==> src/rtl/axi4lite_pkg.sv <==
// Shared AXI4-Lite definitions: response codes and the initiator FSM state encoding.
// The SRAM-side responder imports the same response codes.
package axi4lite_pkg;

  localparam logic [1:0] RESP_OKAY   = 2'b00;
  localparam logic [1:0] RESP_EXOKAY = 2'b01;
  localparam logic [1:0] RESP_SLVERR = 2'b10;
  localparam logic [1:0] RESP_DECERR = 2'b11;

  typedef enum logic [2:0] {
    StIdle,
    StRdAddr,
    StRdData,
    StWr,
    StWrResp,
    StResp
  } axi_mst_state_e;

endpackage

==> src/rtl/axi4lite_master_if.sv <==
// AXI4-Lite bus bundle (AR/R/AW/W/B) with initiator and responder views.
interface axi4lite_master_if #(
  parameter int unsigned DATA_WIDTH = 32,
  parameter int unsigned ADDR_WIDTH = 32
);

  logic                      arvalid;
  logic [ADDR_WIDTH-1:0]     araddr;
  logic                      arready;

  logic                      rvalid;
  logic [DATA_WIDTH-1:0]     rdata;
  logic [1:0]                rresp;
  logic                      rready;

  logic                      awvalid;
  logic [ADDR_WIDTH-1:0]     awaddr;
  logic                      awready;

  logic                      wvalid;
  logic [DATA_WIDTH-1:0]     wdata;
  logic [DATA_WIDTH/8-1:0]   wstrb;
  logic                      wready;

  logic                      bvalid;
  logic [1:0]                bresp;
  logic                      bready;

  modport master (
    output arvalid, araddr, rready, awvalid, awaddr, wvalid, wdata, wstrb, bready,
    input  arready, rvalid, rdata, rresp, awready, wready, bvalid, bresp
  );

  modport slave (
    input  arvalid, araddr, rready, awvalid, awaddr, wvalid, wdata, wstrb, bready,
    output arready, rvalid, rdata, rresp, awready, wready, bvalid, bresp
  );

endinterface

==> src/rtl/axi4lite_master.sv <==
// AXI4-Lite initiator: bridges a single-outstanding CPU request/response port onto
// an AXI4-Lite bus. One transaction in flight; AW and W launch together and retire
// independently. All bus-facing valids/readies and the response are registered.
// Optional feature macro: AXI4L_MST_ALIGN_CHECK_EN (reject misaligned requests locally
// with SLVERR instead of issuing them on the bus).
module axi4lite_master
  import axi4lite_pkg::*;
#(
  parameter int unsigned DATA_WIDTH = 32,
  parameter int unsigned ADDR_WIDTH = 32
) (
  input  logic                    clk,
  input  logic                    rst,

  input  logic                    req_valid,
  output logic                    req_ready,
  input  logic                    req_wen,
  input  logic [ADDR_WIDTH-1:0]   req_addr,
  input  logic [DATA_WIDTH-1:0]   req_wdata,
  input  logic [DATA_WIDTH/8-1:0] req_wstrb,

  output logic                    resp_valid,
  input  logic                    resp_ready,
  output logic [DATA_WIDTH-1:0]   resp_rdata,
  output logic [1:0]              resp_code,

  axi4lite_master_if.master       bus
);

  localparam int unsigned StrbW = DATA_WIDTH / 8;

  axi_mst_state_e          r_state;
  logic [ADDR_WIDTH-1:0]   r_addr;
  logic [DATA_WIDTH-1:0]   r_wdata;
  logic [StrbW-1:0]        r_wstrb;
  logic                    r_arvalid;
  logic                    r_rready;
  logic                    r_awvalid;
  logic                    r_wvalid;
  logic                    r_bready;
  logic                    r_aw_done;
  logic                    r_w_done;
  logic                    r_resp_valid;
  logic [DATA_WIDTH-1:0]   r_resp_rdata;
  logic [1:0]              r_resp_code;

  logic                    w_req_fire;
  logic                    w_aw_hs;
  logic                    w_w_hs;
  logic                    w_misaligned;

  // Idle is only advertised while out of reset so a request can't slip in during reset.
  assign req_ready  = (r_state == StIdle) && !rst;
  assign w_req_fire = req_valid && req_ready;
  assign w_aw_hs    = r_awvalid && bus.awready;
  assign w_w_hs     = r_wvalid && bus.wready;

`ifdef AXI4L_MST_ALIGN_CHECK_EN
  logic [2*StrbW-1:0] w_strb_shift;
  logic               w_strb_fits;

  // Strobe shifted by the byte offset must not spill past the aligned word.
  always_comb begin
    w_strb_shift = {{StrbW{1'b0}}, req_wstrb} << req_addr[1:0];
    w_strb_fits  = (w_strb_shift[2*StrbW-1:StrbW] == '0);
    w_misaligned = (req_addr[1:0] != 2'b00) && (!req_wen || !w_strb_fits);
  end
`else
  assign w_misaligned = 1'b0;
`endif

  assign bus.arvalid = r_arvalid;
  assign bus.araddr  = r_addr;
  assign bus.rready  = r_rready;
  assign bus.awvalid = r_awvalid;
  assign bus.awaddr  = r_addr;
  assign bus.wvalid  = r_wvalid;
  assign bus.wdata   = r_wdata;
  assign bus.wstrb   = r_wstrb;
  assign bus.bready  = r_bready;

  assign resp_valid  = r_resp_valid;
  assign resp_rdata  = r_resp_rdata;
  assign resp_code   = r_resp_code;

  // Transaction FSM with registered bus handshakes and registered CPU response.
  always_ff @(posedge clk or posedge rst) begin
    if (rst) begin
      r_state      <= StIdle;
      r_addr       <= '0;
      r_wdata      <= '0;
      r_wstrb      <= '0;
      r_arvalid    <= 1'b0;
      r_rready     <= 1'b0;
      r_awvalid    <= 1'b0;
      r_wvalid     <= 1'b0;
      r_bready     <= 1'b0;
      r_aw_done    <= 1'b0;
      r_w_done     <= 1'b0;
      r_resp_valid <= 1'b0;
      r_resp_rdata <= '0;
      r_resp_code  <= RESP_OKAY;
    end else begin
      unique case (r_state)
        StIdle: begin
          if (w_req_fire) begin
            r_addr  <= req_addr;
            r_wdata <= req_wdata;
            r_wstrb <= req_wstrb;
            if (w_misaligned) begin
              // Rejected locally: no bus traffic at all.
              r_resp_valid <= 1'b1;
              r_resp_rdata <= '0;
              r_resp_code  <= RESP_SLVERR;
              r_state      <= StResp;
            end else if (req_wen) begin
              r_awvalid <= 1'b1;
              r_wvalid  <= 1'b1;
              r_aw_done <= 1'b0;
              r_w_done  <= 1'b0;
              r_state   <= StWr;
            end else begin
              r_arvalid <= 1'b1;
              r_state   <= StRdAddr;
            end
          end
        end

        StRdAddr: begin
          if (bus.arready) begin
            r_arvalid <= 1'b0;
            r_rready  <= 1'b1;
            r_state   <= StRdData;
          end
        end

        StRdData: begin
          if (bus.rvalid) begin
            r_rready     <= 1'b0;
            r_resp_rdata <= bus.rdata;
            r_resp_code  <= bus.rresp;
            r_resp_valid <= 1'b1;
            r_state      <= StResp;
          end
        end

        StWr: begin
          if (w_aw_hs) begin
            r_awvalid <= 1'b0;
            r_aw_done <= 1'b1;
          end
          if (w_w_hs) begin
            r_wvalid <= 1'b0;
            r_w_done <= 1'b1;
          end
          // Include this cycle's handshakes so simultaneous completion advances at once.
          if ((r_aw_done || w_aw_hs) && (r_w_done || w_w_hs)) begin
            r_bready <= 1'b1;
            r_state  <= StWrResp;
          end
        end

        StWrResp: begin
          if (bus.bvalid) begin
            r_bready     <= 1'b0;
            r_resp_rdata <= '0;
            r_resp_code  <= bus.bresp;
            r_resp_valid <= 1'b1;
            r_state      <= StResp;
          end
        end

        StResp: begin
          if (resp_ready) begin
            r_resp_valid <= 1'b0;
            r_state      <= StIdle;
          end
        end

        default: begin
          r_state <= StIdle;
        end
      endcase
    end
  end

endmodule

==> src/flat_wrapper.sv <==
// flat-port wrapper written by rule: the top's interface ports become plain ports
module axi4lite_master_flat import axi4lite_pkg::*;
#(
  parameter int unsigned DATA_WIDTH = 32,
  parameter int unsigned ADDR_WIDTH = 32
)
  (clk, rst, req_valid, req_ready, req_wen, req_addr, req_wdata, req_wstrb, resp_valid, resp_ready, resp_rdata, resp_code, bus_arvalid, bus_araddr, bus_rready, bus_awvalid, bus_awaddr, bus_wvalid, bus_wdata, bus_wstrb, bus_bready, bus_arready, bus_rvalid, bus_rdata, bus_rresp, bus_awready, bus_wready, bus_bvalid, bus_bresp);
  axi4lite_master_if #(.DATA_WIDTH(DATA_WIDTH), .ADDR_WIDTH(ADDR_WIDTH)) bus_i ();
  input  logic clk;
  input  logic rst;
  input  logic req_valid;
  output logic req_ready;
  input  logic req_wen;
  input  logic [ADDR_WIDTH-1:0] req_addr;
  input  logic [DATA_WIDTH-1:0] req_wdata;
  input  logic [DATA_WIDTH/8-1:0] req_wstrb;
  output logic resp_valid;
  input  logic resp_ready;
  output logic [DATA_WIDTH-1:0] resp_rdata;
  output logic [1:0] resp_code;
  output wire logic [$bits(bus_i.arvalid)-1:0] bus_arvalid;
  output wire logic [$bits(bus_i.araddr)-1:0] bus_araddr;
  output wire logic [$bits(bus_i.rready)-1:0] bus_rready;
  output wire logic [$bits(bus_i.awvalid)-1:0] bus_awvalid;
  output wire logic [$bits(bus_i.awaddr)-1:0] bus_awaddr;
  output wire logic [$bits(bus_i.wvalid)-1:0] bus_wvalid;
  output wire logic [$bits(bus_i.wdata)-1:0] bus_wdata;
  output wire logic [$bits(bus_i.wstrb)-1:0] bus_wstrb;
  output wire logic [$bits(bus_i.bready)-1:0] bus_bready;
  input wire logic [$bits(bus_i.arready)-1:0] bus_arready;
  input wire logic [$bits(bus_i.rvalid)-1:0] bus_rvalid;
  input wire logic [$bits(bus_i.rdata)-1:0] bus_rdata;
  input wire logic [$bits(bus_i.rresp)-1:0] bus_rresp;
  input wire logic [$bits(bus_i.awready)-1:0] bus_awready;
  input wire logic [$bits(bus_i.wready)-1:0] bus_wready;
  input wire logic [$bits(bus_i.bvalid)-1:0] bus_bvalid;
  input wire logic [$bits(bus_i.bresp)-1:0] bus_bresp;
  assign bus_arvalid = bus_i.arvalid;
  assign bus_araddr = bus_i.araddr;
  assign bus_rready = bus_i.rready;
  assign bus_awvalid = bus_i.awvalid;
  assign bus_awaddr = bus_i.awaddr;
  assign bus_wvalid = bus_i.wvalid;
  assign bus_wdata = bus_i.wdata;
  assign bus_wstrb = bus_i.wstrb;
  assign bus_bready = bus_i.bready;
  assign bus_i.arready = bus_arready;
  assign bus_i.rvalid = bus_rvalid;
  assign bus_i.rdata = bus_rdata;
  assign bus_i.rresp = bus_rresp;
  assign bus_i.awready = bus_awready;
  assign bus_i.wready = bus_wready;
  assign bus_i.bvalid = bus_bvalid;
  assign bus_i.bresp = bus_bresp;
  axi4lite_master #(.DATA_WIDTH(DATA_WIDTH), .ADDR_WIDTH(ADDR_WIDTH)) u_core (.clk(clk), .rst(rst), .req_valid(req_valid), .req_ready(req_ready), .req_wen(req_wen), .req_addr(req_addr), .req_wdata(req_wdata), .req_wstrb(req_wstrb), .resp_valid(resp_valid), .resp_ready(resp_ready), .resp_rdata(resp_rdata), .resp_code(resp_code), .bus(bus_i));
endmodule
==> config.mk <==
export PLATFORM = sky130hd
export DESIGN_NAME = axi4lite_master_flat
export DESIGN_NICKNAME = d
export VERILOG_FILES = /design/src/rtl/axi4lite_pkg.sv /design/src/rtl/axi4lite_master_if.sv /design/src/rtl/axi4lite_master.sv /design/src/flat_wrapper.sv
export SDC_FILE = /design/constraint.sdc
export NUM_CORES = 1
export LEC_CHECK = 0
export ABC_AREA = 1
export CORE_MARGIN = 1.5
export CORE_UTILIZATION = 40
export DETAILED_ROUTE_END_ITERATION = 12
export PLACE_DENSITY_LB_ADDON = 0.2
export SYNTH_ARGS = -nofsm -noshare
export SYNTH_HDL_FRONTEND = slang
export SYNTH_SLANG_ARGS = --single-unit
==> constraint.sdc <==
create_clock -name clk -period 4.1 [get_ports clk]
set_clock_uncertainty 0.05 [all_clocks]
set_input_delay 0.41 -clock clk [delete_from_list [all_inputs] [get_ports clk]]
set_output_delay 0.41 -clock clk [all_outputs]
set_load 0.05 [all_outputs]
After elaboration in Yosys (flattened, before gate mapping)
Index checks and enable logic that the tools add are counted.
{"block": "totals", "reg_bits": 113, "input_bits": 114}
{"block": "op_classes", "eq_ne": 15, "n_mux": 40, "n_reduce_logical": 24}
{"op": "32-bit 2-to-1 mux", "count": 2}
{"op": "32-bit case mux with 2 select lines", "count": 1}
{"op": "1-bit 2-to-1 mux", "count": 18}
{"op": "3-bit 2-to-1 mux", "count": 6}
{"op": "3-bit case mux with 6 select lines", "count": 1}
{"op": "4-bit AND reduction", "count": 4}
{"op": "1-bit case mux with 2 select lines", "count": 7}
{"op": "2-bit != test (second input constant)", "count": 6}
{"op": "2-bit nonzero test", "count": 5}
{"op": "3-bit AND reduction", "count": 3}
{"op": "2-bit by 1-bit != test with 1-bit output (second input constant)", "count": 4}
{"op": "3-bit by 2-bit == test with 1-bit output (second input constant)", "count": 2}
{"op": "3-bit == test (second input constant)", "count": 2}
{"op": "2-bit 2-to-1 mux", "count": 3}
{"op": "6-bit AND reduction", "count": 1}
{"op": "1-bit logical AND", "count": 5}
{"op": "2-bit case mux with 2 select lines", "count": 1}
{"op": "3-bit by 1-bit == test with 1-bit output (second input constant)", "count": 1}
{"op": "3-bit zero test", "count": 1}
{"op": "1-bit case mux with 3 select lines", "count": 1}
{"op": "3-bit nonzero test", "count": 1}
{"op": "1-bit logical OR", "count": 2}
{"op": "2-bit AND reduction", "count": 1}
{"op": "1-bit zero test", "count": 1}

Logic depth before layout (Yosys ltp)
Gate-level depths: netlist (run 1).
{"block": "logic_depth", "ltp_word": 5, "ltp_mapped": 10}

Worst setup path after synthesis (run 1)
OpenSTA, ideal clock, no wires.
{"block": "synth_path", "path_kind": "input port to flip-flop", "start": "in rst", "end": "reg u_core.r_state[1]", "n_path_buf": 0, "path_stages": 6, "setup_time_ns": 0.117, "slack_ns": 0.409, "t_arrival_ns": 3.525, "cell_sequence": "inv_1 a21oi_1 nor2_1 nand2_1 nand2_1 nand2_1"}
{"block": "synth_via", "elab_chain_len": 5}
{"item": "from (decl)", "line": "flat_wrapper.sv:10", "text": "input logic rst;"}
{"item": "1-bit zero test", "line": "axi4lite_master.sv:53", "text": "assign req_ready = (r_state == StIdle) && !rst;"}
{"item": "1-bit logical AND", "line": "axi4lite_master.sv:53"}
{"item": "1-bit logical AND", "line": "axi4lite_master.sv:54", "text": "assign w_req_fire = req_valid && req_ready;"}
{"item": "2-bit by 1-bit != test with 1-bit output (no source line)"}
{"item": "6-bit AND reduction (no source line)"}
{"item": "to (signal assigned)", "line": "axi4lite_master.sv:89", "text": "r_state <= StIdle;"}
{"item": "to (signal assigned)", "line": "axi4lite_master.sv:115", "text": "r_state <= StResp;"}
{"item": "to (signal assigned)", "line": "axi4lite_master.sv:121", "text": "r_state <= StWr;"}
{"item": "to (decl)", "line": "axi4lite_master.sv:32", "text": "axi_mst_state_e r_state;"}
Every way passes these cells.
A chain may end at the register's enable or synchronous reset.

Final worst setup path (run 1)
{"block": "layout_path", "start": "reg u_core.r_state[0]", "end": "out req_ready"}
{"block": "layout_via", "elab_chain_len": 2}
{"item": "3-bit zero test", "line": "axi4lite_master.sv:53"}
{"item": "1-bit logical AND", "line": "axi4lite_master.sv:53"}
{"item": "to (decl)", "line": "flat_wrapper.sv:12", "text": "output logic req_ready;"}
Every way passes these cells.

==> results of run 1 <==
## layout by cell type, fill, tap and decap left out, types with 5 or more instances in the layout
cell               n
clkbuf_16         17
nand3_1            9
inv_1             13
o21ai_1            9
clkinv_2           5
o21ai_0           27
nor2_1             5
clkbuf_8           6
nand2_1          310
inv_2              5
dfrtp_1          113
clkdlybuf4s50_1  254
## cell type report
| class | instances | area (sq um) | area share, % |
|---|---|---|---|
| Sequential cell | 113 | 2830 | 36.5 |
| Timing Repair Buffer | 257 | 2560 | 33.1 |
| Multi-Input combinational cell | 380 | 1550 | 20.0 |
| Clock buffer | 23 | 508 | 6.55 |
| Tap cell | 143 | 179 | 2.31 |
| Inverter | 19 | 73.8 | 0.952 |
| Clock inverter | 6 | 55.1 | 0.710 |
## per-stage QoR
stage | cell area, sq um | setup WS, ps | instances
2_1_floorplan | 4830 | 409 | 568
3_3_place_gp | 7190 | 1750 | 912
3_5_place_dp | 7190 | 1650 | 912
4_1_cts | 7760 | 1480 | 941
5_1_grt | 7760 | 1410 | 941
6_report | 7760 | 1480 | 941
## logic make-up (layout without fill, tap and decap cells)
family	after synthesis	in the layout	synth area share, %
buf+inv	75	305	9.33
flops	113	113	58.6
compound gates	43	43	4.64
simple gates	337	337	27.4
## critical path: cells and delay by family, from the launching register on
family	cells	cell delay, ps
AND/OR/NAND/NOR	3	450
buffers and inverters	1	820
flip-flops	1	510
## cell usage after synthesis, types with 5 or more instances
| library cell | number |
|---|---|
| buf_4 | 36 |
| inv_2 | 5 |
| dfrtp_1 | 113 |
| o21ai_1 | 9 |
| nand2_1 | 310 |
| buf_2 | 12 |
| inv_1 | 14 |
| nand3_1 | 9 |
| o21ai_0 | 27 |
| nor2_1 | 5 |
## registers in the layout (all words and copies together) (netlist names), 2 cells and up
name               cells
u_core.bus.araddr     32
u_core.bus.wdata      32
u_core.resp_rdata     32
u_core.bus.wstrb       4
u_core.r_state         3
u_core.resp_code       2
## layer usage
layer  vias up  wire, microns
met5         -              0
met4         0            186
met3        17           1180
met2       205           7070
met1      2118           5650
li1       2158              -
## worst min path at each step
stage | from | end | slack, ps | cells past startpoint
floorplan | u_core.r_aw_done | u_core.r_aw_done | 390 | 2
global placement | u_core.r_aw_done | u_core.r_aw_done | 410 | 2
detailed placement | u_core.r_aw_done | u_core.r_aw_done | 410 | 2
CTS | u_core.r_aw_done | u_core.r_aw_done | 430 | 2
global route | u_core.bus.wdata[3] | u_core.bus.wdata[3] | 450 | 2
finish | u_core.bus.wdata[5] | u_core.bus.wdata[5] | 420 | 2
## power by group through the flow
stage	registers, W	clock network [W]	logic (W)
6_report	0.00200	0.00140	0.00474
5_1_grt	0.00206	0.00147	0.00498
4_1_cts	0.00200	0.00142	0.00478
3_5_place_dp	0.00200	0	0.00477
3_3_place_gp	0.00198	0	0.00470
2_1_floorplan	0.00371	0	0.00157
==> impl_metrics.ini, run 1 <==
[die]
core_sq_um = 11600
ios = 255
start_util_pct = 41.6
die_h_microns = 113
dieArea_sq_um = 12700
die_w_microns = 113
rows = 39

[global_routing]
grtUsageTotal_pct = 22.5
grtUsageMet1_pct = 26.7
globalRouteOverflowTotal = 0
grt_pass1_vias = 4467
met2_usage_pct = 38.9
grt_pass1_wl_mm = 22.5
antenna_found_initial = 0
top_usage_layer = met2
grt_max_degree = 79
met3_usage_pct = 6.96

[power]
p_leak_nw = 3.81
comb_power_share_pct = 58.3
ir_drop_uv = 540
internal-power_w = 0.00402
design_power_total_w = 0.00814
p_sw_w = 0.00412
switching_share_pct = 50.6
power_frac_seq_pct = 24.6
pwr-share-clk_pct = 17.1
p_per_area_nw_per_um2 = 1050

[logic_synthesis]
netlist_area_sq_um = 4830
synth_top_area_share_pct = 58.6
synth_seq_area_share_pct = 58.6
synth.net_count = 682
synth-seq-cells = 113
syn_area_per_cell_sq_um = 8.50
ys_types = 23
synth_ff_type = dfrtp_1
ys_async_sr_fraction_pct = 100
ys_warn_count = 0
synth_top_cell_by_area = dfrtp_1
synth.area.top_cells = dfrtp_1 (59%), nand2_1 (24%), buf_4 (5.6%)
syn_inst = 568
synth_edf_count = 0

[outcome]
status = completed

[cells_and_area]
fin_nets = 902
area_delta_synth_final_pct = 60.7
antennaDiodeCount = 0
drive_above_1_share_pct = 5.76
fin_util_pct = 66.8
nFillCells = 1002

[cts]
clkSinkCount = 113
hold_buffers = 0
clkTransAtPathRegs_ps = 50
ctsResizeCount = 0
h-tree-depth = 4
worstSkewPairLatency_ps = 390
cts_root_buffer = clkbuf_16
cts_tree = done
cts_buffers = 17
cts_max_path_buffers = 2
cts_setup_buffers = 0

[worst_setup_path]
startpoint_type = register
crit_chain = nor2_4, nand2_2, nor2_4, clkdlybuf4s50_1
cp_max_fo = 9
worstRegToRegCells = 7
critPathLaunch = u_core.r_state[0]
worst_setup_path_end_kind = output port
max_stage_delay_ps = 820
r2r_end = u_core.bus.awvalid
cp_data_required_time_ps = 3640
crit_type = register to output port
cp_common_cell = nor2_4
critPathSlowestCell = clkdlybuf4s50_1
reg2reg_from = u_core.r_state[0]
reg2reg_slack_ps = 1810
critPathArrivalTime_ps = 2160
critPathCapture = req_ready

[routing]
via_count = 4498
drcViolationCount = 0
drt_wl_total_mm = 14.1
avgViaCountPerCell = 4.78
drtPass1Iterations = 5
drt_iter0_drc = 231
route.detailed.wl_per_inst_microns = 15.0
ant_nets = 0

[sta]
tns_ps = 0
drv_slew = 0
max_clock_freq_mhz = 381
relSlewSlack_pct = 18.3
hold_viol = 0
fin_crit_sh_pct = 64.0
tightestPinTransition_ps = 1220
min_period_ps = 2620
holdWs_ps = 423
setup_viol = 0
grt_setup_unrepaired = no

[worst_hold_path]
hp-class = register to register

[run]
cap_violations = 0

[place]
portBuffers = 254
gp_congestion = 0.771
place.detailed.hpwl_mm = 10.1
No activity file was read; power rests on OpenSTA's default activity.
==> run 2, diff against run 1 <==
==> constraint.sdc (replaced) <==
create_clock -name clk -period 2.6 [get_ports clk]
set_clock_uncertainty 0.05 [all_clocks]
set_input_delay 0.26 -clock clk [delete_from_list [all_inputs] [get_ports clk]]
set_output_delay 0.26 -clock clk [all_outputs]
set_load 0.05 [all_outputs]
==> impl_metrics.ini, run 2 (synthesis results as in run 1) <==
[sta]
fin_crit_sh_pct = 94.3
max_clock_freq_mhz = 408
grt_setup_unrepaired = no
holdWs_ps = 336
hold_viol = 0
min_period_ps = 2450
relSlewSlack_pct = 57.9
tightestPinTransition_ps = 632
setup_slack_ps = 148
drv_slew = 0
setup_viol = 0
tns_ps = 0

[place]
gp_congestion = 0.876
place.detailed.hpwl_mm = 9.91
portBuffers = 254
dp_slack_ps = 555

[routing]
avgViaCountPerCell = 4.67
top_layer = met4
drtPass1Iterations = 4
ant_nets = 0
drt_wl_total_mm = 13.7
via_count = 4401
dr_wl_met2_mm = 6.66
met3_length_mm = 1.35
drcViolationCount = 0
route.detailed.wl_per_inst_microns = 14.6
drt_iter0_drc = 217
drt-met1-wl_mm = 5.41

[cts]
clkSinkCount = 113
h-tree-depth = 4
cts_setup_buffers = 0
hold_buffers = 0
cts_max_path_buffers = 2
worstSkewPairLatency_ps = 410
cts_buffers = 17
cts_tree = done
ctsResizeCount = 0
cts_root_buffer = clkbuf_16
clkTransAtPathRegs_ps = 50

[global_routing]
grtUsageTotal_pct = 22.1
grt_pass1_vias = 4457
antenna_found_initial = 0
grt_max_degree = 114
globalRouteOverflowTotal = 0
grt_pass1_wl_mm = 21.9

[cells_and_area]
fin_nets = 904
drive_above_1_share_pct = 5.63
antennaDiodeCount = 0
area_delta_synth_final_pct = 61.8
layout_common_cells = nand2_1 (310), clkdlybuf4s50_1 (254), dfrtp_1 (113), o21ai_0 (27), clkbuf_16 (17)
final_common_cell = nand2_1
nFillCells = 982
fin_util_pct = 67.2

[worst_setup_path]
critPathSlowestCell = clkdlybuf4s50_1
cp_common_cell = nor2_4
crit_chain = nor2_4, nand2_2, nor2_4, clkdlybuf4s50_1
cp_data_required_time_ps = 2290
startpoint_type = register
r2r_end = u_core.resp_rdata[14]
critPathArrivalTime_ps = 2140
max_stage_delay_ps = 810
crit_type = register to output port
reg2reg_slack_ps = 760
cp_max_fo = 9
worst_setup_path_end_kind = output port
worstRegToRegCells = 7
reg2reg_from = u_core.r_state[0]

[run]
cap_violations = 0

[power]
p_leak_nw = 3.82
p_per_area_nw_per_um2 = 1650
switching_share_pct = 50.4
internal-power_w = 0.00638
comb_power_share_pct = 58.6
pwr-share-clk_pct = 17.1
p_sw_w = 0.00648
ir_drop_uv = 874
power_frac_seq_pct = 24.3

[die]
core_sq_um = 11600
ios = 255
start_util_pct = 41.6
dieArea_sq_um = 12700
die_h_microns = 113
die_w_microns = 113
rows = 39

[worst_hold_path]
min_path_cells = 3
min_to = u_core.resp_rdata[27]
hp-class = input pin to register
min-delay-start = bus_rdata[27]

[outcome]
status = completed
run 2: power groups by stage:
stage	sequential (W)	clock [W]	combinational, W
floorplan	0.00585	0	0.00248
global placement	0.00311	0	0.00746
detailed placement	0.00314	0	0.00757
CTS	0.00313	0.00224	0.00758
global route	0.00324	0.00232	0.00791
finish	0.00313	0.00220	0.00753
run 2: worst max-delay path by stage:
stage / cells past startpoint / end / from
floorplan: 5 / u_core.r_state[1] / rst
global placement: 3 / req_ready / rst
detailed placement: 3 / req_ready / rst
CTS: 4 / req_ready / u_core.r_state[0]
global route: 4 / req_ready / u_core.r_state[0]
finish: 4 / req_ready / u_core.r_state[0]
run 2: worst max-delay path, delay by kind of cell (launching register included):
family | cells | cell delay [ps]
buffers and inverters | 1 | 810
DFF | 1 | 490
and+or+nand+nor | 3 | 420
run 2: stage by stage:
step / std cells / power, W / area [sq um]
detailed placement: 914 / 0.0107 / 7250
global route: 943 / 0.0135 / 7810
global placement: 914 / 0.0106 / 7250
finish: 943 / 0.0129 / 7810
floorplan: 568 / 0.00833 / 4830
CTS: 943 / 0.0130 / 7810
run 2: layout make-up:
cell class | count | area [sq um] | share of cell area, %
Clock buffer | 23 | 478 | 6.12
Clock inverter | 6 | 82.6 | 1.06
Inverter | 19 | 75.1 | 0.961
Multi-Input combinational cell | 380 | 1550 | 19.8
Sequential cell | 113 | 2830 | 36.2
Tap cell | 143 | 179 | 2.29
Timing Repair Buffer | 259 | 2620 | 33.5
run 2: per-layer routing:
layer,vias to the layer above,track usage [%]
met2,201,37.6
met4,0,8.58
met3,23,9.75
met1,2015,24.4
met5,-,0
li1,2162,-
==> run 3, diff against run 2 <==
--- a/config.mk
+++ b/config.mk
@@ -6,10 +6,11 @@
 export NUM_CORES = 1
 export LEC_CHECK = 0
 export ABC_AREA = 1
+export ABC_CLOCK_PERIOD_IN_PS = 2600
 export CORE_MARGIN = 1.5
 export CORE_UTILIZATION = 40
 export DETAILED_ROUTE_END_ITERATION = 12
-export PLACE_DENSITY_LB_ADDON = 0.2
+export PLACE_DENSITY_LB_ADDON = 0.08
 export SYNTH_ARGS = -nofsm -noshare
 export SYNTH_HDL_FRONTEND = slang
 export SYNTH_SLANG_ARGS = --single-unit
==> impl_metrics.ini, run 3 (synthesis results as in run 1) <==
[worst_setup_path]
reg2reg_from = u_core.r_state[0]
critPathCapture = req_ready
r2r_end = u_core.bus.araddr[0]
critPathArrivalTime_ps = 2190
worstRegToRegCells = 7
crit_type = register to output port
worst_setup_path_end_kind = output port
reg2reg_slack_ps = 750
critPathLaunch = u_core.r_state[0]
cp_data_required_time_ps = 2290
cp_max_fo = 9
startpoint_type = register

[run]
cap_violations = 0

[power]
p_per_area_nw_per_um2 = 1680
ir_drop_uv = 819
p_leak_nw = 3.89

[cts]
cts_buffers = 17
clkTransAtPathRegs_ps = 50
cts_root_buffer = clkbuf_16
worstSkewPairLatency_ps = 410
h-tree-depth = 4
cts_setup_buffers = 0
cts_tree = done
cts_max_path_buffers = 2
ctsResizeCount = 0
hold_buffers = 0
clkSinkCount = 113

[global_routing]
grt_pass1_wl_mm = 21.8
globalRouteOverflowTotal = 0
grtUsageTotal_pct = 22.0
grt_max_degree = 114
antenna_found_initial = 0
grt_pass1_vias = 4482

[sta]
hold_viol = 0
setup_viol = 0
drv_slew = 0
tightestPinTransition_ps = 690
max_clock_freq_mhz = 400
min_period_ps = 2500
fin_crit_sh_pct = 96.1
holdWs_ps = 331
tns_ps = 0
relSlewSlack_pct = 54.0
grt_setup_unrepaired = no

[cells_and_area]
fin_util_pct = 68.3
final_common_cell = nand2_1
antennaDiodeCount = 0
area_delta_synth_final_pct = 64.4
drive_above_1_share_pct = 6.58
fin_nets = 906
layout_common_cells = nand2_1 (310), clkdlybuf4s50_1 (254), dfrtp_1 (113), o21ai_0 (27), clkbuf_16 (17)

[die]
rows = 39
die_h_microns = 113
start_util_pct = 41.6
dieArea_sq_um = 12700
core_sq_um = 11600
ios = 255
die_w_microns = 113

[routing]
avgViaCountPerCell = 4.70
drtPass1Iterations = 5
drcViolationCount = 0
met3_length_mm = 1.29
top_layer = met4
dr_wl_met2_mm = 6.70
ant_nets = 0
drt_wl_total_mm = 13.8
via_count = 4459
drt-met1-wl_mm = 5.36
drt_iter0_drc = 214
route.detailed.wl_per_inst_microns = 14.6

[place]
place.detailed.hpwl_mm = 9.73
gp_congestion = 0.865
portBuffers = 254

[worst_hold_path]
hp-class = input pin to register

[outcome]
status = completed
-- run 3: cell count changes in the layout (fill, tap and decap cells not counted), sizes merged --
cell / delta
bufinv: +4
buf: +2
clkbuf: -2
clkinv: +2
clkinvlp: -1
-- run 3: power breakdown --
part / switching (W) / internal [W] / leakage, nW / total [W]
combinational: 0.00519 / 0.00233 / 2.11 / 0.00753
clock: 0.000772 / 0.00189 / 0.343 / 0.00266
sequential: 0.000549 / 0.00259 / 1.44 / 0.00314
-- run 3: layout make-up --
cell class                 instances  area [sq um]
clock buffer                      21           480
sequential                       113          2830
fill                             964          3680
tap                              143           179
multi-input combinational        380          1550
timing repair buffer             261          2620
clock inverter                    11           205
inverter                          19          75.1
-- run 3: worst max-delay path, stage by stage (launching register included) --
cell and delay [ps]:
dfrtp_1 500, nor2_4 190, nand2_2 140, nor2_4 120
clkdlybuf4s50_1 820
-- run 3: worst min-delay path by stage --
stage                   startpoint              endpoint  slack, ps  depth (start not counted)
6_report             req_wdata[24]  u_core.bus.wdata[24]        330                          3
4_1_cts              req_wdata[24]  u_core.bus.wdata[24]        320                          3
5_1_grt               bus_rdata[1]  u_core.resp_rdata[1]        330                          3
3_5_place_dp   u_core.bus.wdata[7]   u_core.bus.wdata[7]        410                          2
3_3_place_gp      u_core.r_aw_done      u_core.r_aw_done        410                          2
2_1_floorplan          req_addr[0]  u_core.bus.araddr[0]        320                          2
-- run 3: stage by stage --
step	total power [W]	instance area [sq um]	instances	setup WS, ps
3_3_place_gp	0.0106	7250	916	529
3_5_place_dp	0.0107	7250	916	536
6_report	0.0133	7940	948	102
2_1_floorplan	0.00833	4830	568	-117
4_1_cts	0.0134	7940	948	98.3
5_1_grt	0.0139	7940	948	6.25
-- run 3: metal layers --
layer | vias up | global-route usage [%]
met5 | - | 0
met4 | 0 | 11.7
met3 | 39 | 8.41
met2 | 201 | 36.5
met1 | 2059 | 24.5
li1 | 2160 | -
